$ cat config.mk
export PLATFORM = sky130hd
export DESIGN_NAME = square_unit_arbiter_flat
export DESIGN_NICKNAME = d
export VERILOG_FILES = /design/src/rtl/square_unit_arbiter_if.sv /design/src/rtl/square_unit_arbiter.sv /design/src/flat_wrapper.sv
export SDC_FILE = /design/constraint.sdc
export NUM_CORES = 1
export LEC_CHECK = 0
export CAP_MARGIN = 20
export CORE_MARGIN = 2
export CORE_UTILIZATION = 50
export DETAILED_ROUTE_END_ITERATION = 12
export MAX_ROUTING_LAYER = met4
export PLACE_DENSITY = 0.79
export SLEW_MARGIN = 10
export SYNTH_ARGS = -nofsm -noshare
export SYNTH_HDL_FRONTEND = slang
export SYNTH_SLANG_ARGS = --single-unit
$ cat constraint.sdc
create_clock -name clk -period 3.8 [get_ports clk]
set_clock_uncertainty 0.05 [all_clocks]
set_input_delay 0.57 -clock clk [delete_from_list [all_inputs] [get_ports clk]]
set_output_delay 0.57 -clock clk [all_outputs]
set_load 0.01 [all_outputs]
$ cat src/rtl/square_unit_arbiter_if.sv
// Request/response bundle for the shared squaring engine.
// Slave side is the arbiter; master side is the requesters plus consumer.
interface square_unit_arbiter_if #(
  parameter int NUM_REQ = 4,
  parameter int IN_W    = 3,
  parameter int ID_W    = 2
);
  localparam int OUT_W = 2 * IN_W;

  logic [NUM_REQ-1:0]      req_valid;
  logic [NUM_REQ*IN_W-1:0] req_data;
  logic [NUM_REQ-1:0]      req_ready;
  logic                    rsp_valid;
  logic [OUT_W-1:0]        rsp_data;
  logic [ID_W-1:0]         rsp_id;
  logic                    rsp_ready;
  logic                    busy;

  modport master (
    output req_valid, req_data, rsp_ready,
    input  req_ready, rsp_valid, rsp_data, rsp_id, busy
  );

  modport slave (
    input  req_valid, req_data, rsp_ready,
    output req_ready, rsp_valid, rsp_data, rsp_id, busy
  );
endinterface

$ cat src/rtl/square_unit_arbiter.sv
// Round-robin arbiter in front of one shift-add squaring engine.
// One operand bit per cycle; result held until the consumer takes it.
module square_unit_arbiter #(
  parameter int NUM_REQ = 4,
  parameter int IN_W    = 3,
  parameter int ID_W    = 2
) (
  input logic                 clk,
  input logic                 rst_n,
  square_unit_arbiter_if.slave bus
);
  localparam int OUT_W = 2 * IN_W;
  localparam int CNT_W = $clog2(IN_W + 1);

  typedef enum logic [1:0] {
    S_IDLE    = 2'd0,
    S_COMPUTE = 2'd1,
    S_RESP    = 2'd2
  } state_t;

  state_t           r_state;
  logic [IN_W-1:0]  r_a;
  logic [ID_W-1:0]  r_id;
  logic [ID_W-1:0]  r_last;
  logic [OUT_W-1:0] r_acc;
  logic [CNT_W-1:0] r_cnt;
  logic             r_rsp_valid;
  logic [OUT_W-1:0] r_rsp_data;
  logic [ID_W-1:0]  r_rsp_id;
  logic             r_busy;

  logic             w_any;
  logic [ID_W-1:0]  w_gidx;
  logic [ID_W-1:0]  w_cand;
  logic             w_grant;
  logic [IN_W-1:0]  w_opnd;
  logic [IN_W-1:0]  w_shift;
  logic [OUT_W-1:0] w_acc_nxt;

  // Search starts just after the last winner, so it ranks lowest.
  always_comb begin
    int j;
    w_any  = 1'b0;
    w_gidx = '0;
    w_cand = '0;
    j      = 0;
    for (int k = 1; k <= NUM_REQ; k++) begin
      j      = (int'(r_last) + k) % NUM_REQ;
      w_cand = ID_W'(j);
      if (!w_any && bus.req_valid[w_cand]) begin
        w_any  = 1'b1;
        w_gidx = w_cand;
      end
    end
  end

  assign w_grant = rst_n && (r_state == S_IDLE) && w_any;
  assign w_opnd  = bus.req_data[w_gidx*IN_W +: IN_W];

  assign w_shift   = r_a >> r_cnt;
  assign w_acc_nxt = r_acc +
    (w_shift[0] ? (OUT_W'(r_a) << r_cnt) : '0);

  assign bus.req_ready =
    w_grant ? (NUM_REQ'(1) << w_gidx) : '0;
  assign bus.rsp_valid = r_rsp_valid;
  assign bus.rsp_data  = r_rsp_data;
  assign bus.rsp_id    = r_rsp_id;
  assign bus.busy      = r_busy;

  always_ff @(posedge clk or negedge rst_n) begin
    if (!rst_n) begin
      r_state     <= S_IDLE;
      r_a         <= '0;
      r_id        <= '0;
      r_last      <= ID_W'(NUM_REQ - 1);
      r_acc       <= '0;
      r_cnt       <= '0;
      r_rsp_valid <= 1'b0;
      r_rsp_data  <= '0;
      r_rsp_id    <= '0;
      r_busy      <= 1'b0;
    end else begin
      case (r_state)
        S_IDLE: begin
          if (w_grant) begin
            r_a     <= w_opnd;
            r_id    <= w_gidx;
            r_last  <= w_gidx;
            r_acc   <= '0;
            r_cnt   <= '0;
            r_busy  <= 1'b1;
            r_state <= S_COMPUTE;
          end
        end
        S_COMPUTE: begin
          r_acc <= w_acc_nxt;
          r_cnt <= r_cnt + CNT_W'(1);
          if (r_cnt == CNT_W'(IN_W - 1)) begin
            r_rsp_data  <= w_acc_nxt;
            r_rsp_id    <= r_id;
            r_rsp_valid <= 1'b1;
            r_state     <= S_RESP;
          end
        end
        S_RESP: begin
          if (bus.rsp_ready) begin
            r_rsp_valid <= 1'b0;
            r_busy      <= 1'b0;
            r_state     <= S_IDLE;
          end
        end
        default: begin
          r_busy  <= 1'b0;
          r_state <= S_IDLE;
        end
      endcase
    end
  end
endmodule

$ cat src/flat_wrapper.sv
// flat-port wrapper written by rule: the top's interface ports become plain ports
module square_unit_arbiter_flat 
#(
  parameter int NUM_REQ = 4,
  parameter int IN_W    = 3,
  parameter int ID_W    = 2
)
  (clk, rst_n, bus_req_valid, bus_req_data, bus_rsp_ready, bus_req_ready, bus_rsp_valid, bus_rsp_data, bus_rsp_id, bus_busy);
  square_unit_arbiter_if #(.NUM_REQ(NUM_REQ), .IN_W(IN_W), .ID_W(ID_W)) bus_i ();
  input logic clk;
  input logic rst_n;
  input wire logic [$bits(bus_i.req_valid)-1:0] bus_req_valid;
  input wire logic [$bits(bus_i.req_data)-1:0] bus_req_data;
  input wire logic [$bits(bus_i.rsp_ready)-1:0] bus_rsp_ready;
  output wire logic [$bits(bus_i.req_ready)-1:0] bus_req_ready;
  output wire logic [$bits(bus_i.rsp_valid)-1:0] bus_rsp_valid;
  output wire logic [$bits(bus_i.rsp_data)-1:0] bus_rsp_data;
  output wire logic [$bits(bus_i.rsp_id)-1:0] bus_rsp_id;
  output wire logic [$bits(bus_i.busy)-1:0] bus_busy;
  assign bus_i.req_valid = bus_req_valid;
  assign bus_i.req_data = bus_req_data;
  assign bus_i.rsp_ready = bus_rsp_ready;
  assign bus_req_ready = bus_i.req_ready;
  assign bus_rsp_valid = bus_i.rsp_valid;
  assign bus_rsp_data = bus_i.rsp_data;
  assign bus_rsp_id = bus_i.rsp_id;
  assign bus_busy = bus_i.busy;
  square_unit_arbiter #(.NUM_REQ(NUM_REQ), .IN_W(IN_W), .ID_W(ID_W)) u_core (.clk(clk), .rst_n(rst_n), .bus(bus_i));
endmodule
Word-level counts from Yosys, hierarchy flattened
Cells that the tools add are included.

Register bits: 27. Bits of input ports: 19. Output and inout bits: 14. Logic and storage cells: 80.

$add $sub $neg: 6. Multipliers: 1. $lt $le $gt $ge: 4. Equal/unequal tests: 6. Shift operators: 4. Multiplexer cells: 31. Bitwise operators: 1. Reductions and logical operators: 17.

Operator list (count): $mux 2 (8); $lt 2x3->1 const B (4); $mux 6 (2); $pmux 6 s2 (1); $shiftx 12x5->3 (1); $mux 1 (11); $reduce_and 3->1 (3); $bmux 1 s2 (4); $add 2x1->2 const B (3); $add 6x6->6 (1); $pmux 2 s3 (1); $reduce_and 2->1 (3); $shl 3x2->6 (1); $logic_and 1x1->1 (5); $add 2x2->2 const B (2); $eq 2x2->1 const B (2); $mul 2x2->4 const B (1); $mux 4 (1); $ne 2x1->1 const B (2); $pmux 2 s2 (1); $reduce_bool 2->1 (2); $shl 1x2->4 const A (1); $logic_not 1->1 (3); $pmux 1 s3 (1); other kinds (6) (6).

Depth between registers and ports, before layout
Gate-level depths: netlist of run 1.

Word-level depth: 16. Mapped depth: 8. Depth with buffers taken out: 8.

Worst setup path after synthesis of run 1
Ideal clock, no wire load.

Path kind: input-to-output. From: input port bus_req_valid[0]. To: output port bus_req_ready[3]. Data arrival time: 1.598 ns. Data required time: 3.180 ns. Path slack: 1.582 ns. Cell stages on the path: 6. Buffers on the path: 1. Path through: o21ai_1 a21boi_1 or3_1 buf_6 nor2_1 and2_1.

Longest elaborated chain between the ends: 14. Elaborated cells between the ends (all ways): 25. Classes of those cells: shift (1); mux (17); reduce/logical (7).

RTL lines: from (decl) (line flat_wrapper.sv:12) `input wire logic [$bits(bus_i.req_valid)-1:0] bus_req_valid;`; $bmux 1 s2 (line square_unit_arbiter.sv:50) `if (!w_any && bus.req_valid[w_cand]) begin`; $mux 1 (implied by the code) (line square_unit_arbiter.sv:50); $mux 1 (line square_unit_arbiter.sv:50); $logic_not 1->1 (line square_unit_arbiter.sv:50); $logic_and 1x1->1 (line square_unit_arbiter.sv:50); $mux 1 (line square_unit_arbiter.sv:50); $logic_not 1->1 (line square_unit_arbiter.sv:50); $logic_and 1x1->1 (line square_unit_arbiter.sv:50); $mux 1 (line square_unit_arbiter.sv:50); $logic_not 1->1 (line square_unit_arbiter.sv:50); $logic_and 1x1->1 (line square_unit_arbiter.sv:50); $mux 2 or $mux 1 (tied branches) (line square_unit_arbiter.sv:50); $shl 1x2->4 or $logic_and 1x1->1 (tied branches) (line square_unit_arbiter.sv:65, square_unit_arbiter.sv:57); $mux 4 * (line square_unit_arbiter.sv:65) `w_grant ? (NUM_REQ'(1) << w_gidx) : '0;`; to (decl) (line flat_wrapper.sv:15) `output wire logic [$bits(bus_i.req_ready)-1:0] bus_req_ready;`.

Every way passes the cells marked *; elsewhere a longest branch is shown, timed or not. The select of a mux whose other input is x is not followed.

Worst setup path after layout of run 1
From: input port bus_req_valid[3]. To: output port bus_req_ready[3].

Same word-level chain as after synthesis.

==> metrics.md, run 1 <==
| Metric | Value |
|---|---|
| Status | complete, but fails checks |
| Failing checks | design-rule violations |
| Crit path DAT | roughly 2.9 ns |
| Gp weighted congestion | 0.840 |
| WL/cell | 14.3 um |
| Finish-stage setup viols | 0 |
| TritonCTS Buffers | 3 |
| Clock-pin slew on the worst setup and hold paths | 0.14 ns |
| # resized after CTS | 0 |
| Final Cycle Share | 92.2% |
| Startpoint types | primary input |
| Antenna cells | 0 |
| Least-Margin Pin Slew | between 0.6 and 0.7 ns |
| Pwr/cell area | roughly 750 nW/um^2 |
| Fin. Hold Viols | 0 |
| Global-route wire length before repair | 5.43 mm |
| HPWL after DPL | between 2 and 2.5 mm |
| Crit path capture type | output port |
| Yosys warns | 0 |
| Minimum clock period | about 3.5 ns |
| Hold buffers post-CTS | 0 |
| Drt via density | 5.79 |
| Ys flop type | dfrtp_1 |
| Syn Inst Count | 160 |
| Mean post-synth cell area | 9.40 um^2 |
| Post-synth top cells | 25 x dfrtp_1, 19 x nand2_1, 16 x nor2_1, 15 x o21ai_0, 6 x ha_1 |
| Post-DRT Antenna Nets | 0 |
| Grt total ovfl | 0 |
| Synth top area cells | dfrtp_1 42%, ha_1 5.0%, o21ai_0 5.0% |
| # H-tree levels | 1 |
| Largest area contributor in the netlist | dfrtp_1 |
| Hold Path Class | reg2reg |
| GRT Overall Usage | 20.8% |
| Via Count | 1302 |
| CP max FO | 10 |
| Die ar. | 3460 um^2 |
| Yosys cell types | 35 |
| Mapped Area | 1500 um^2 |
| Slew headroom | ~55% |
| Worst Hold Path Cells | 2 |
| Starting Density | 53.6% |
| Rows | 19 |
| CP Class | in2out |
| Sink Count | 27 |
| Layout cell share with drive strength beyond 1 | between 6 and 7% |
| Port bufs | 32 |
| Achievable Freq | 285 MHz |
| RSZ-0062 raised after global routing | false |
| #FFs+latches synth | 27 |
| Post-synthesis async set-or-reset flop share | 100% |
| Final wirelength | 3.22 mm |
| Detailed Route Iter0 Violations | 28 |
| FF-to-FF Start | u_core.r_cnt[1] |
| Max-cap violation count | 0 |
| Die width | 58.8 um |
| Initial antenna violation count | 0 |
| Number of global-route vias before repair | 1274 |
| CTS tree | built |
| Synthesized Nets | 186 |
| Sequential-to-total area share from yosys stat | between 40% and 50% |
| Drt first pass iters | 8 |
| Core Footprint | 2810 um^2 |
| DRC viols | 3 |
| Count leader, synth | dfrtp_1 |
| Die H | between 50 and 60 um |
| CP startpoint | bus_req_valid[3] |
| Sum Neg Setup Slack | 0 ns |
| Area Overhead vs Synth | 25.4% |
| Top cell type's share of synthesized area | around two fifths |
| Tot Pwr | ~1400 uW |
| Max Slew Vio Count | 0 |
| Worst EP required | 3.18 ns |
| Post-CTS Setup Bufs | 0 |
| CTS Root Cell | clkbuf_4 |
| Reg2reg path depth | 7 |
| Ports | 33 |
| R2r endpoint | u_core.r_acc[5] |
| Max VDD drop | 0.000289 V |
| Number of synthesized flops with an enable pin | 0 |
| Reg-to-reg setup timing slack | approximately 1.6 ns |
| Leakage | 0.000830 uW |
| Clk_lat worst skew | 0.31 ns |
| CTS max path bufs | 2 |
| Final Net Count | 221 |
| Pin count of the biggest net entering global routing | 28 |
| Crit path capture | bus_req_ready[3] |
layout by cell type (no fill, tap or decap), drive strengths merged:
cell type,n
a2111oi,5
a211oi,5
a21boi,1
a21o,3
a21oi,5
and2,2
and3,3
and3b,1
buf,3
clkbuf,4
clkdlybuf4s50,32
dfrtp,25
dfstp,2
fa,1
ha,6
inv,4
mux2,4
mux2i,4
nand2,19
nand2b,5
nand3,5
nand3b,1
nor2,16
nor2b,3
nor3,5
nor3b,3
nor4,1
o21ai,16
o21bai,1
o221ai,1
o31ai,1
or3,2
or3b,1
xnor2,2
xor2,2
critical path, stage by stage:
cell and delay, ns:
clkdlybuf4s50_1 0.56, nand2b_1 0.14, a21boi_1 0.11, or3_1 0.53
nor2_1 0.26, and2_1 0.18, clkdlybuf4s50_1 0.54
flip-flops by register name (all words and copies together), names as in the netlist:
register              count
u_core.bus.busy           1
u_core.bus.rsp_data       6
u_core.bus.rsp_id         2
u_core.bus.rsp_valid      1
u_core.r_a                3
u_core.r_acc              6
u_core.r_cnt              2
u_core.r_id               2
u_core.r_last             2
u_core.r_state            2
power breakdown:
part	internal, uW	switching, uW
registers	423	109
logic	363	397
clock network	41.0	80.1
worst min path at each step:
stage,start,endpoint,slack [ns]
after floorplan,rst_n,u_core.bus.busy,0.22
after global placement,u_core.bus.rsp_data[3],u_core.bus.rsp_data[3],0.41
after detailed placement,u_core.bus.rsp_data[5],u_core.bus.rsp_data[5],0.42
after CTS,u_core.bus.rsp_data[5],u_core.bus.rsp_data[5],0.45
after global routing,u_core.bus.rsp_data[3],u_core.bus.rsp_data[3],0.47
final,u_core.bus.rsp_data[5],u_core.bus.rsp_data[5],0.44
per-stage QoR:
stage | hold WS, ns | area (um^2) | util (%) | setup slack [ns] | std cells
after floorplan | 0.224 | 1500 | - | 1.58 | 160
after global placement | 0.412 | 1860 | 66.3 | 0.477 | 221
after detailed placement | 0.419 | 1860 | 66.3 | 0.341 | 221
after CTS | 0.451 | 1890 | 67.2 | 0.330 | 225
after global routing | 0.472 | 1890 | 67.2 | 0.175 | 225
final | 0.443 | 1890 | 67.2 | 0.295 | 225
layout make-up:
type	instances	area, um^2
timing repair buffer	35	343
sequential	27	678
multi-input combinational	124	785
clock buffer	4	26.3
inverter	4	15.0
tap	31	38.8
fill	235	920
layer usage:
layer  track usage [%]  share of wire, %  wire (um)
met5                 -                 0          0
met4              7.14               1.4         46
met3              2.64               4.8        155
met2              34.8                47       1510
met1              26.0                47       1510
logic make-up (layout without fill, tap and decap cells):
logic type	after synthesis	after routing	share of synthesized area (%)
and+or+nand+nor	67	67	21.9
adders and majority gates	7	7	6.32
AOI/OAI and AO/OA	38	38	16.0
muxes	8	8	5.66
xor gates and xnor gates	4	4	2.33
buffers and inverters	9	43	2.74
DFF	27	27	45.1
(Power assumes the default switching activity.)
==> run 2, diff against run 1 <==
--- a/config.mk
+++ b/config.mk
@@ -6,11 +6,10 @@
 export NUM_CORES = 1
 export LEC_CHECK = 0
 export CAP_MARGIN = 20
-export CORE_MARGIN = 2
 export CORE_UTILIZATION = 50
 export DETAILED_ROUTE_END_ITERATION = 12
 export MAX_ROUTING_LAYER = met4
-export PLACE_DENSITY = 0.79
+export PLACE_DENSITY = 0.8
 export SLEW_MARGIN = 10
 export SYNTH_ARGS = -nofsm -noshare
 export SYNTH_HDL_FRONTEND = slang
==> run 2 against run 1 <==
Against the previous run: the run still ends with design-rule violations left; critical path type unchanged; non-clock buffer count is the same; largest cell class unchanged; combinational power grew 0.5%; sequential share of layout area is essentially flat; cell count is the same; count of clock-buffer cells in the layout shrank 1; power grew 0.22%; wire length grew 1.2%; critical path depth is the same; global-route usage grew 2.0 points; fmax grew 0.88%.
==> metrics.md, run 2 (synthesis gave the netlist of run 1 again) <==
| Metric | Value |
|---|---|
| Status | complete, but fails checks |
| Failing checks | design-rule violations |
| Post-DRT Antenna Nets | 0 (unchanged) |
| Port bufs | 32 (unchanged) |
| Max-cap violation count | 0 (unchanged) |
| Final Cycle Share | 91.4% (-0.80 points) |
| Max Slew Vio Count | 0 (unchanged) |
| Core Footprint | 2810 um^2 (unchanged) |
| Slew headroom | 56.3% (+1.0 points) |
| CP max FO | 10 (unchanged) |
| Area Overhead vs Synth | 25.5% (about the same) |
| Minimum clock period | 3.47 ns (-0.0306 ns) |
| Rows | 19 (unchanged) |
| Hold Path Class | reg2reg |
| Die ar. | 3230 um^2 (-6.7%) |
| Leakage | 0.000833 uW (+0.33%) |
| # H-tree levels | 1 (unchanged) |
| Most common cell after layout, fill and taps aside | clkdlybuf4s50_1 |
| Least-Margin Pin Slew | 0.656 ns (-0.0156 ns) |
| Die H | 56.8 um (-3.4%) |
| Detailed Route Iter0 Violations | 36 (+29%) |
| Global-route wire length before repair | 5.42 mm (-0.26%) |
| Finish-stage setup viols | 0 (unchanged) |
| RSZ-0062 raised after global routing | false |
| GRT Overall Usage | 22.8% (+2.0 points) |
| # resized after CTS | 0 (unchanged) |
| Worst setup margin | 0.326 ns (+0.0306 ns) |
| CTS max path bufs | 2 (unchanged) |
| Antenna cells | 0 (unchanged) |
| Via Count | 1284 (-1.4%) |
| Gp weighted congestion | 0.819 (-2.5%) |
| Grt total ovfl | 0 (unchanged) |
| Die width | 56.8 um (-3.4%) |
| Sum Neg Setup Slack | 0 ns (unchanged) |
| Number of global-route vias before repair | 1273 (-0.078%) |
| Drt first pass iters | 8 (unchanged) |
| Placed cells | 221 (unchanged) |
| TritonCTS Buffers | 3 (unchanged) |
| Dpl ws | 0.352 ns (+0.0113 ns) |
| CTS Root Cell | clkbuf_4 |
| Hold buffers post-CTS | 0 (unchanged) |
| Clock-pin slew on the worst setup and hold paths | 0.14 ns (about the same) |
| CP Class | in2out |
| Final Net Count | 221 (unchanged) |
| Most frequent cells in the layout | 32 x clkdlybuf4s50_1, 25 x dfrtp_1, 19 x nand2_1, 16 x nor2_1, 15 x o21ai_0 |
| Post-route insts no fill | 225 (unchanged) |
| Worst EP required | 3.18 ns (about the same) |
| Crit path capture type | output port |
| Clk_lat worst skew | 0.32 ns (about the same) |
| Pin count of the biggest net entering global routing | 28 (unchanged) |
| Crit path DAT | 2.85 ns (-0.03 ns) |
| Fin. Hold Viols | 0 (unchanged) |
| Starting Density | 53.6% (unchanged) |
| Drt via density | 5.71 (-1.4%) |
| Achievable Freq | 288 MHz (+0.88%) |
| Final wirelength | 3.26 mm (+1.2%) |
| Layout cell share with drive strength beyond 1 | 6.70% (+0.52 points) |
| CTS tree | built |
| Final core occ | 67.3% (about the same) |
| Post-CTS Setup Bufs | 0 (unchanged) |
| DRC viols | 3 (unchanged) |
| Tot Pwr | 1420 uW (+0.22%) |
| Initial antenna violation count | 0 (unchanged) |
| HPWL after DPL | 2.53 mm (+3.8%) |
| Ports | 33 (unchanged) |
| Pwr/cell area | 751 nW/um^2 (+0.15%) |
| WL/cell | 14.5 um (+1.2%) |
| Sink Count | 27 (unchanged) |
| Startpoint types | primary input |
| Max VDD drop | 0.000435 V (+51%) |
-- run 2: changes by cell type in the layout (fill, tap and decap cells not counted) --
cell      delta
clkinv_2     +1
clkbuf_1     -1
-- run 2: layout make-up --
type | instances | area [um^2]
inverters | 4 | 15.0
clock buffers | 3 | 22.5
well taps | 31 | 38.8
flip-flops and latches | 27 | 678
clock inverters | 1 | 5.00
repair buffers | 35 | 343
multi-input cells | 124 | 785
fillers | 246 | 918
-- run 2: routing by layer --
| layer | global-route usage (%) | up-vias | share of wire (%) |
|---|---|---|---|
| met5 | - | - | 0 |
| met4 | 15.0 | 0 | 2.4 |
| met3 | 3.69 | 6 | 3.9 |
| met2 | 35.4 | 42 | 47 |
| met1 | 27.5 | 601 | 46 |
| li1 | - | 635 | - |
-- run 2: final timing paths --
check | start | to | slack (ns) | cells past startpoint
worst max-delay path | bus_req_valid[1] | bus_req_ready[3] | 0.33 | 7
worst min-delay path | u_core.bus.rsp_data[5] | u_core.bus.rsp_data[5] | 0.44 | 2
worst max register to register | u_core.r_cnt[1] | u_core.r_acc[5] | 1.53 | 7
worst min register to register | u_core.bus.rsp_data[5] | u_core.bus.rsp_data[5] | 0.44 | 2
max in group asynchronous | rst_n | u_core.r_last[1] | 2.78 | 2
min in group asynchronous | rst_n | u_core.bus.rsp_data[1] | 0.61 | 2
-- run 2: through the flow --
| stage | hold slack (ns) | instance area (um^2) |
|---|---|---|
| 2_1_floorplan | 0.224 | 1500 |
| 3_3_place_gp | 0.411 | 1860 |
| 3_5_place_dp | 0.415 | 1860 |
| 4_1_cts | 0.448 | 1890 |
| 5_1_grt | 0.482 | 1890 |
| 6_report | 0.444 | 1890 |
-- run 2: report_power, final --
part | internal [uW] | total, uW | leakage [uW] | switching, uW
Clock | 39.4 | 122 | 0.0000177 | 82.6
Combinational | 362 | 764 | 0.000491 | 402
Sequential | 423 | 531 | 0.000324 | 107
-- run 2: critical path, stage by stage --
cell and delay, ns:
clkdlybuf4s50_1 0.51, o21ai_1 0.20, a21boi_1 0.13, or3_1 0.52, nor2_1 0.23, and2_1 0.16
clkdlybuf4s50_1 0.53
==> run 3, diff against run 2 <==
--- a/config.mk
+++ b/config.mk
@@ -5,11 +5,12 @@
 export SDC_FILE = /design/constraint.sdc
 export NUM_CORES = 1
 export LEC_CHECK = 0
+export ABC_AREA = 1
 export CAP_MARGIN = 20
 export CORE_UTILIZATION = 50
 export DETAILED_ROUTE_END_ITERATION = 12
 export MAX_ROUTING_LAYER = met4
-export PLACE_DENSITY = 0.8
+export PLACE_DENSITY = 0.78
 export SLEW_MARGIN = 10
 export SYNTH_ARGS = -nofsm -noshare
 export SYNTH_HDL_FRONTEND = slang
==> run 3 against run 2 <==
Against the previous run: the flow now finishes without violations; worst hold slack better by 0.0072 ns; die area is 17% higher; setup slack better by 0.034 ns; sequential power hardly changed; final area is 14% higher; area after synthesis is 17% higher; highest routed layer unchanged; global-route usage is 1.6 points lower; wire length is 10% higher; largest cell class unchanged; first-iteration DRC count is 130% higher; cell count is 38% higher; critical path type is now reg2out; via count is 23% higher.
==> metrics.md, run 3 <==
| Metric | Value |
|---|---|
| Hold worst-path end | u_core.bus.rsp_data[4] |
| DRC viols | 0 (-3) |
| Achievable Freq | 291 MHz (+0.98%) |
| Startpoint types | flop |
| Most frequent cells in the layout | 73 x nand2_1, 32 x clkdlybuf4s50_1, 25 x dfrtp_1, 21 x inv_1 |
| Minimum clock period | 3.44 ns (-0.0337 ns) |
| Starting Density | 52.5% (-1.1 points) |
| Fin. Hold Viols | 0 (unchanged) |
| Gp weighted congestion | 0.862 (+5.2%) |
| Hold Path Class | reg2reg |
| Ys flop type | dfrtp_1 |
| Finish-stage setup viols | 0 (unchanged) |
| Detailed Route Iter0 Violations | 84 (+130%) |
| Die H | 61.4 um (+8.1%) |
| CP max FO | 13 (+3) |
| Layout cell share with drive strength beyond 1 | 14.7% (+8.0 points) |
| Worst Hold Path Cells | 2 (unchanged) |
| Drt via density | 5.07 (-11%) |
| Final Net Count | 292 (+32%) |
| Number of global-route vias before repair | 1342 (+5.4%) |
| Top cell type's share of synthesized area | 35.4% (-6.2 points) |
| Worst setup margin | 0.359 ns (+0.0337 ns) |
| Max VDD drop | 0.000547 V (+26%) |
| Pwr/cell area | 881 nW/um^2 (+17%) |
| Final wirelength | 3.59 mm (+10%) |
| Clock-pin slew on the worst setup and hold paths | 0.15 ns (about the same) |
| Placed cells | 307 (+39%) |
| Ports | 33 (unchanged) |
| Area Overhead vs Synth | 22.0% |
| CTS Root Cell | clkbuf_4 |
| TritonCTS Buffers | 3 (unchanged) |
| Crit path capture type | output port |
| Post-DRT Antenna Nets | 0 (unchanged) |
| Reg-to-reg setup timing slack | 1.36 ns (-0.17 ns) |
| Post-route insts no fill | 311 (+38%) |
| R2r endpoint | u_core.bus.rsp_data[5] |
| Die width | 61.4 um (+8.1%) |
| Worst EP required | 3.18 ns (about the same) |
| Yosys warns | 0 (unchanged) |
| Mean post-synth cell area | 7.62 um^2 (-19%) |
| Sequential-to-total area share from yosys stat | 38.4% (-6.7 points) |
| Global-route wire length before repair | 5.69 mm (+5.1%) |
| WL/cell | 11.5 um (-20%) |
| Grt total ovfl | 0 (unchanged) |
| Status | complete, no violations |
| Mapped Area | 1770 um^2 (+17%) |
| Via Count | 1576 (+23%) |
| Final Cycle Share | 90.5% (-0.89 points) |
| Synthesized Nets | 258 (+39%) |
| Clk_lat worst skew | 0.34 ns (+0.02 ns) |
| Port bufs | 32 (unchanged) |
| Die ar. | 3770 um^2 (+17%) |
| FF-to-FF Start | u_core.r_cnt[0] |
| Drt first pass iters | 4 (-4) |
| Crit path DAT | 2.82 ns (-0.03 ns) |
| Min-delay src | u_core.bus.rsp_data[4] |
| CTS max path bufs | 2 (unchanged) |
| Filler Cell Count | 320 (+30%) |
| Post-synth top cells | 73 x nand2_1, 25 x dfrtp_1, 21 x inv_1, 20 x nand3_1, 20 x o21ai_0 |
| GRT Overall Usage | 21.2% (-1.6 points) |
| HPWL after DPL | 2.75 mm (+8.6%) |
| Slew headroom | 73.7% (+17 points) |
| Hold buffers post-CTS | 0 (unchanged) |
| Pin count of the biggest net entering global routing | 28 (unchanged) |
| Most common cell after layout, fill and taps aside | nand2_1 |
| Post-CTS Setup Bufs | 0 (unchanged) |
| Syn Inst Count | 232 (+45%) |
| Least-Margin Pin Slew | 0.393 ns (-0.263 ns) |
| Reg2reg path depth | 14 (+7) |
| Max-cap violation count | 0 (unchanged) |
| # resized after CTS | 0 (unchanged) |
| Synth top area cells | dfrtp_1 35%, nand2_1 16%, nand2_2 5.7% |
| Yosys cell types | 30 (-14%) |
| Leakage | 0.00109 uW (+31%) |
| CP Class | reg2out |
| Sum Neg Setup Slack | 0 ns (unchanged) |
| #FFs+latches synth | 27 (unchanged) |
| Core Footprint | 3360 um^2 (+20%) |
| Initial antenna violation count | 0 (unchanged) |
| # H-tree levels | 1 (unchanged) |
| Sink Count | 27 (unchanged) |
| Largest area contributor in the netlist | dfrtp_1 |
| Number of synthesized flops with an enable pin | 0 (unchanged) |
| CTS tree | built |
| Rows | 21 (+2) |
| Max Slew Vio Count | 0 (unchanged) |
| Dpl ws | 0.391 ns (+0.0385 ns) |
| Post-synthesis async set-or-reset flop share | 100% (unchanged) |
| Count leader, synth | nand2_1 |
| RSZ-0062 raised after global routing | false |
| Antenna cells | 0 (unchanged) |
-- run 3: cells by family (layout without fill, tap and decap cells) --
kind of cell               count (synthesis)  after routing  synth area share [%]
and+or+nand+nor                          134            134                  38.3
AOI/OAI and AO/OA                         32             32                  9.49
buffers and inverters                     30             63                  7.44
DFF                                       27             27                  38.4
adders and majority gates                  7              7                  5.38
xor gates and xnor gates                   2              2                 0.992
-- run 3: final cells by class --
class	count	area (um^2)	share of cell area, %
clock buffers	3	22.5	1.04
clock inverters	1	7.51	0.348
inverters	26	105	4.88
multi-input cells	175	957	44.4
flip-flops and latches	27	678	31.5
well taps	46	57.6	2.67
repair buffers	33	328	15.2
-- run 3: worst max-delay path by stage --
stage / from / to / slack (ns) / cells after the start
2_1_floorplan: u_core.r_last[0] / bus_req_ready[0] / 1.46 / 12
3_3_place_gp: bus_req_valid[1] / bus_req_ready[2] / 0.45 / 14
3_5_place_dp: bus_req_valid[1] / bus_req_ready[3] / 0.39 / 14
4_1_cts: u_core.r_last[0] / bus_req_ready[3] / 0.34 / 13
5_1_grt: u_core.r_last[0] / bus_req_ready[3] / 0.11 / 12
6_report: u_core.r_last[0] / bus_req_ready[3] / 0.36 / 13
-- run 3: worst max-delay path, stage by stage (launching register included) --
cell and delay, ns:
dfstp_2 0.73, inv_8 0.08, nand2_2 0.07, nand3_1 0.11, nand2_4 0.14, nor2_8 0.06, nand2_1 0.05, o21ai_1 0.05
inv_1 0.06, nand2_2 0.16, inv_2 0.19, nand2_1 0.13, nor2_1 0.11, clkdlybuf4s50_1 0.54
-- run 3: metal layers --
layer | global-route usage [%] | vias up | wire (um)
met3 | 4.41 | 2 | 102
met1 | 28.0 | 741 | 1790
met2 | 33.9 | 19 | 1680
met4 | 4.76 | 0 | 21
met5 | - | - | 0
li1 | - | 814 | -
-- run 3: per-stage QoR --
| stage | total power, uW | instance area (um^2) | utilization, % | hold WS (ns) |
|---|---|---|---|---|
| 6_report | 1900 | 2160 | 64.1 | 0.451 |
| 5_1_grt | 2090 | 2160 | 64.1 | 0.479 |
| 4_1_cts | 1910 | 2160 | 64.1 | 0.460 |
| 3_5_place_dp | 1780 | 2130 | 63.2 | 0.424 |
| 3_3_place_gp | 1760 | 2130 | 63.2 | 0.416 |
| 2_1_floorplan | 1460 | 1770 | - | 0.224 |
-- run 3: report_power, final --
part	leakage, uW	switching (uW)	internal (uW)	total [uW]
Clock	0.0000139	87.5	40.4	128
Sequential	0.000340	107	422	529
Combinational	0.000734	767	475	1240
==> patch 1 (config.mk and constraints of run 3) <==
`IN_W` is set to 3 in 3 places; all go to 6.
--- a/src/rtl/square_unit_arbiter_if.sv
+++ b/src/rtl/square_unit_arbiter_if.sv
@@ -2,7 +2,7 @@
 // Slave side is the arbiter; master side is the requesters plus consumer.
 interface square_unit_arbiter_if #(
   parameter int NUM_REQ = 4,
-  parameter int IN_W    = 3,
+  parameter int IN_W    = 6,
   parameter int ID_W    = 2
 );
   localparam int OUT_W = 2 * IN_W;
--- a/src/rtl/square_unit_arbiter.sv
+++ b/src/rtl/square_unit_arbiter.sv
@@ -2,7 +2,7 @@
 // One operand bit per cycle; result held until the consumer takes it.
 module square_unit_arbiter #(
   parameter int NUM_REQ = 4,
-  parameter int IN_W    = 3,
+  parameter int IN_W    = 6,
   parameter int ID_W    = 2
 ) (
   input logic                 clk,
--- a/src/flat_wrapper.sv
+++ b/src/flat_wrapper.sv
@@ -2,7 +2,7 @@
 module square_unit_arbiter_flat 
 #(
   parameter int NUM_REQ = 4,
-  parameter int IN_W    = 3,
+  parameter int IN_W    = 6,
   parameter int ID_W    = 2
 )
   (clk, rst_n, bus_req_valid, bus_req_data, bus_rsp_ready, bus_req_ready, bus_rsp_valid, bus_rsp_data, bus_rsp_id, bus_busy);
Ports: changed (resized bus_req_data and bus_rsp_data); port bits go from 33 to 51. No check against the original RTL was run, so the function may have changed too.
==> patch 1 against run 3 <==
- critical path depth rose by 1
- total power is 56% higher
- routed wire length rose by 86%
- fmax increased by 1.3%
- final cell count grew 78%
- worst setup slack better by 43 ps
- sequential cell count increased by 16
- sequential share of layout area fell by 1.2 points
- synthesized area grew 66%
- core utilization fell by 0.13 points
- highest routed layer unchanged
- design area increased by 65%
- global-route usage increased by 4.0 points
- register-to-register slack got worse by 610 ps
==> patch 1: results (changes against run 3) <==
{| class="wikitable"
! Metric !! Value
|-
| Result of the run || finished clean
|-
| Critical Path Slowest Stage Cell || clkdlybuf4s50_1
|-
| Post-synth cell types || 38 (+27%)
|-
| First-iteration detailed-routing DRC count || 124 (+48%)
|-
| Bufs on Longest Clock Path || 2 (unchanged)
|-
| Post-layout net count || 525 (+80%)
|-
| Fraction of synthesized area in multiplexers || 0.341% (+0.34 points)
|-
| Largest incremental delay on the critical path || 550 ps (-180 ps)
|-
| Normalized max-slew margin || 57.3% (-16 points)
|-
| Area after detailed placement || 0.00348 sq mm (+64%)
|-
| Category of cells accounting for the largest share of critical-path delay || simple AND/OR/NAND/NOR gates
|-
| Count of warnings emitted by yosys || 0 (unchanged)
|-
| RePlAce Congestion || 0.927 (+7.5%)
|-
| Worst reg-to-reg path cell count || 15 (+1)
|-
| Inserted Clock Buffers || 5 (+2)
|-
| Layout cell share with drive strength beyond 1 || 8.32% (-6.4 points)
|-
| Dominant cells by area after synthesis || dfrtp_1 35%, nand2_1 23%, nand3_1 6.3%, o21ai_0 5.6%, ha_1 5.5%
|-
| Worst IR Drop VDD || 0.000619 V (+13%)
|-
| Skew-Pair Late Insertion Delay || 300 ps (-40 ps)
|-
| Data arrival at the endpoint of the critical path || 2780 ps (-40 ps)
|-
| Xor and xnor area share after synthesis || 0.596% (-0.40 points)
|-
| Register-to-Register Setup Slack || 750 ps (-610 ps)
|-
| Critical R2R Launch || u_core.r_cnt[0]$_DFFE_PN0P_
|-
| Leakage component of the power || 1.88 nW (+73%)
|-
| Overall routing resource usage || 25.2% (+4.0 points)
|-
| Maximum fanout along the worst path || 15 (+2)
|-
| Diode count || 0 (unchanged)
|-
| Fillers || 524 (+64%)
|-
| CTS root buf || clkbuf_8
|-
| Share of synthesized flip-flops with an asynchronous set or reset || 100% (unchanged)
|-
| First-pass GRT wire length || 12.1 mm (+110%)
|-
| Maximum number of pins on one net before global-route repair || 44 (+57%)
|-
| Port Buffers || 50 (+56%)
|-
| Worst min-delay path category || input pin to asynchronous set/reset pin
|-
| Synthesized net count || 475 (+84%)
|-
| Clk slew on worst S/H paths || 80 ps (-70 ps)
|-
| Total vias in the final route || 2836 (+80%)
|-
| Sequential element share of the synthesized area || 36.7% (-1.7 points)
|-
| Compound-gate portion of the synthesized area || 11.1% (+1.6 points)
|-
| Half-perimeter wire length of the detailed placement result || 5.31 mm (+93%)
|-
| Ranking of synthesized cells by instance count || 180 x nand2_1, 41 x dfrtp_1, 37 x nand3_1
|-
| Endpoint of the most critical setup path || bus_req_ready[1]
|-
| Reg-to-Reg End || u_core.bus.rsp_data[7]$_DFFE_PN0P_
|-
| Detailed Routing Iterations Pass 1 || 4 (unchanged)
|-
| Maximum level of the CTS H-tree || 2 (+1)
|-
| Adder-cell share of the synthesized area || 6.22% (+0.83 points)
|-
| Routed length per placed instance || 12.1 um (+4.9%)
|-
| Critical Path Source || bus_req_valid[2]
|}
## patch 1: cell count changes in the layout (fill, tap and decap cells not counted), sizes merged, moves of 13 or more
cell,delta
nand2,+96
clkdlybuf4s50,+17
dfrtp,+16
nand3,+15
o21ai,+15
nor2,+13
## patch 1: final cells by class
cell class / count / area [sq um] / area share, %
Multi-Input combinational cell: 342 / 1660 / 46.7
Sequential cell: 43 / 1080 / 30.2
Timing Repair Buffer: 53 / 518 / 14.5
Inverter: 35 / 131 / 3.68
Tap cell: 72 / 90.1 / 2.53
Clock buffer: 5 / 68.8 / 1.93
Clock inverter: 3 / 15.0 / 0.421
## patch 1: through the flow
| step | worst slack (ps) | util, % | hold slack, ps | cells | total power, mW |
|---|---|---|---|---|---|
| finish | 402 | 64.0 | 335 | 553 | 2.97 |
| global route | 225 | 64.0 | 391 | 553 | 3.30 |
| CTS | 430 | 64.0 | 372 | 553 | 2.99 |
| detailed placement | 445 | 62.5 | 415 | 545 | 2.70 |
| global placement | 517 | 62.5 | 414 | 545 | 2.65 |
| floorplan | 1160 | - | 224 | 430 | 2.21 |
## patch 1: layer usage
metal	global-route usage, %	vias up	share of wire, %
li1	-	1491	-
met1	28.4	1271	43
met2	45.9	66	51
met3	3.72	8	4.4
met4	7.22	0	1.6
met5	-	-	0
## patch 1: where the power goes
group          switching (mW)  internal (mW)  leakage, nW
Combinational            1.16          0.710         1.28
Clock                   0.155          0.126       0.0477
Sequential              0.154          0.661        0.550
## patch 1: cells by family (layout without fill, tap and decap cells)
group	Yosys count	count (layout)
simple gates	264	264
flops	43	43
compound gates	61	61
xor+xnor	2	2
fa+ha+maj	14	14
mux	1	1
buf+inv	45	96
==> patch 2 (config.mk and constraints of run 3) <==
Without the edit above. Re-encode `state_t` (3 states) as one-hot, 3 bits wide.
--- a/src/rtl/square_unit_arbiter.sv
+++ b/src/rtl/square_unit_arbiter.sv
@@ -12,10 +12,10 @@
   localparam int OUT_W = 2 * IN_W;
   localparam int CNT_W = $clog2(IN_W + 1);
 
-  typedef enum logic [1:0] {
-    S_IDLE    = 2'd0,
-    S_COMPUTE = 2'd1,
-    S_RESP    = 2'd2
+  typedef enum logic [2:0] {
+    S_IDLE    = 3'b001,
+    S_COMPUTE = 3'b010,
+    S_RESP    = 3'b100
   } state_t;
 
   state_t           r_state;
Formal check against the unedited RTL: no difference found for any inputs over 10 cycles, from zero or initial values and one cycle with rst_n low; not proved beyond that.
==> patch 2 against run 3 <==
- count of clock-buffer cells in the layout is the same
- worst setup slack gained 100 ps
- total power shrank 7.7%
- clock power grew 50%
- synthesized area shrank 3.6%
- routed wire length shrank 1.9%
- global-route usage grew 1.0 points
- synthesized cell count shrank 0.86%
- sequential share of layout area grew 1.6 points
- design area shrank 1.2%
- critical path depth is the same
- sequential cell count grew 1
==> patch 2: results (changes against run 3) <==
{| class="wikitable"
! Metric !! Value
|-
| Result of the run || finished clean
|-
| Inserted Clock Buffers || 3 (unchanged)
|-
| Non-clock inverter total of the final layout || 24 (-7.7%)
|-
| Count of multi-input combinational gates || 176 (+0.57%)
|-
| Cell total after placement || 305 (-0.65%)
|-
| Total Wirelength || 3.52 mm (-1.9%)
|-
| Proportion of cell area occupied by multi-input gates || 42.2% (-2.2 points)
|-
| Layout cell share with drive strength beyond 1 || 10.6% (-4.2 points)
|-
| Maximum number of pins on one net before global-route repair || 29 (+3.6%)
|-
| Worst IR Drop VDD || 0.000523 V (-4.4%)
|-
| RePlAce Congestion || 0.849 (-1.4%)
|-
| Sequential share of cell area || 33.1% (+1.6 points)
|-
| Leakage component of the power || 1.08 nW (-0.33%)
|-
| Category of cells accounting for the largest share of critical-path delay || simple AND/OR/NAND/NOR gates
|-
| First-pass GRT wire length || 5.81 mm (+2.1%)
|-
| Half-perimeter wire length of the detailed placement result || 2.68 mm (-2.4%)
|-
| Overall routing resource usage || 22.3% (+1.0 points)
|-
| First-iteration detailed-routing DRC count || 61 (-27%)
|-
| Clock Network Area Fraction || 2.47% (+1.1 points)
|-
| Synthesized net count || 256 (-0.78%)
|-
| Post-synth cell types || 29 (-3.3%)
|-
| Placement-stage worst setup slack || 492 ps (+101 ps)
|-
| Sequential element share of the synthesized area || 41.4% (+3.0 points)
|-
| Ranking of synthesized cells by instance count || 94 x nand2_1, 25 x dfrtp_1, 19 x inv_1
|-
| Dominant cells by area after synthesis || dfrtp_1 37%, nand2_1 21%, o21ai_0 5.0%, nand3_1 4.7%, dfstp_2 4.6%
|-
| Min-delay src || u_core.r_acc[2]$_DFFE_PN0P_
|-
| Mapped Avg Cell Area || 7.40 sq um (-2.8%)
|-
| Fillers || 288 (-10%)
|-
| Data arrival at the endpoint of the critical path || 2720 ps (-100 ps)
|-
| Total vias in the final route || 1521 (-3.5%)
|-
| Maximum fanout along the worst path || 9 (-4)
|-
| Fraction of area in non-clock buffers || 15.4% (+0.18 points)
|-
| Number of flip-flops and latches || 28 (+3.7%)
|-
| Normalized max-slew margin || 57.9% (-16 points)
|-
| Post-CTS Setup Bufs || 0 (unchanged)
|-
| Routed via count divided by cell count || 4.92 (-2.9%)
|-
| Largest incremental delay on the critical path || 620 ps (-110 ps)
|-
| Count of warnings emitted by yosys || 0 (unchanged)
|-
| Via count of the first global-routing pass || 1344 (+0.15%)
|}
patch 2: cell types whose count changed after synthesis, moves of 3 or more:
cell,change
a21oi_1,-3
nor2_1,-3
o21ai_1,+4
o21ai_0,-3
nand2_1,+21
nand3_1,-4
nand2_2,-11
patch 2: kinds of logic after synthesis:
family / after synthesis / synth area share (%)
xor+xnor: 4 / 2.06
mux: 1 / 0.661
buf+inv: 26 / 5.88
simple gates: 135 / 35.6
compound gates: 29 / 8.82
fa+ha+maj: 7 / 5.58
flops: 28 / 41.4
patch 2: worst paths after layout:
path / slack [ps] / depth (start not counted) / to
min in group asynchronous: 640 / 2 / u_core.bus.rsp_data[4]$_DFFE_PN0P_
max in group asynchronous: 2770 / 2 / u_core.r_last[0]$_DFFE_PN1P_
hold reg to reg: 450 / 2 / u_core.r_acc[2]$_DFFE_PN0P_
setup reg to reg: 1530 / 13 / u_core.bus.rsp_data[5]$_DFFE_PN0P_
hold / removal: 450 / 2 / u_core.r_acc[2]$_DFFE_PN0P_
setup / recovery: 460 / 13 / bus_req_ready[2]
patch 2: routing by layer:
layer  GRT usage (%)  up-vias  wire, um
met5               -        -         0
met4            3.99        0        17
met3            4.48        4        96
met2            36.4       25      1680
met1            28.9      687      1730
li1                -      805         -
patch 2: stage by stage:
stage          power (mW)  hold WS, ps  cell area (sq um)  utilization, %
2_1_floorplan        1.26          224               1700               -
3_3_place_gp         1.55          417               2080            65.9
3_5_place_dp         1.56          418               2080            65.9
4_1_cts              1.77          452               2130            67.6
5_1_grt              1.92          477               2130            67.6
6_report             1.75          453               2130            67.6
patch 2: tightest hold or removal path: stages, from the launching register on:
cell and delay, ps:
dfrtp_1 380, nand2_1 50, nand2_1 50
patch 2: where the power goes:
part           switching, mW  internal, mW
combinational          0.648         0.400
sequential            0.0872         0.425
clock                 0.0848         0.107
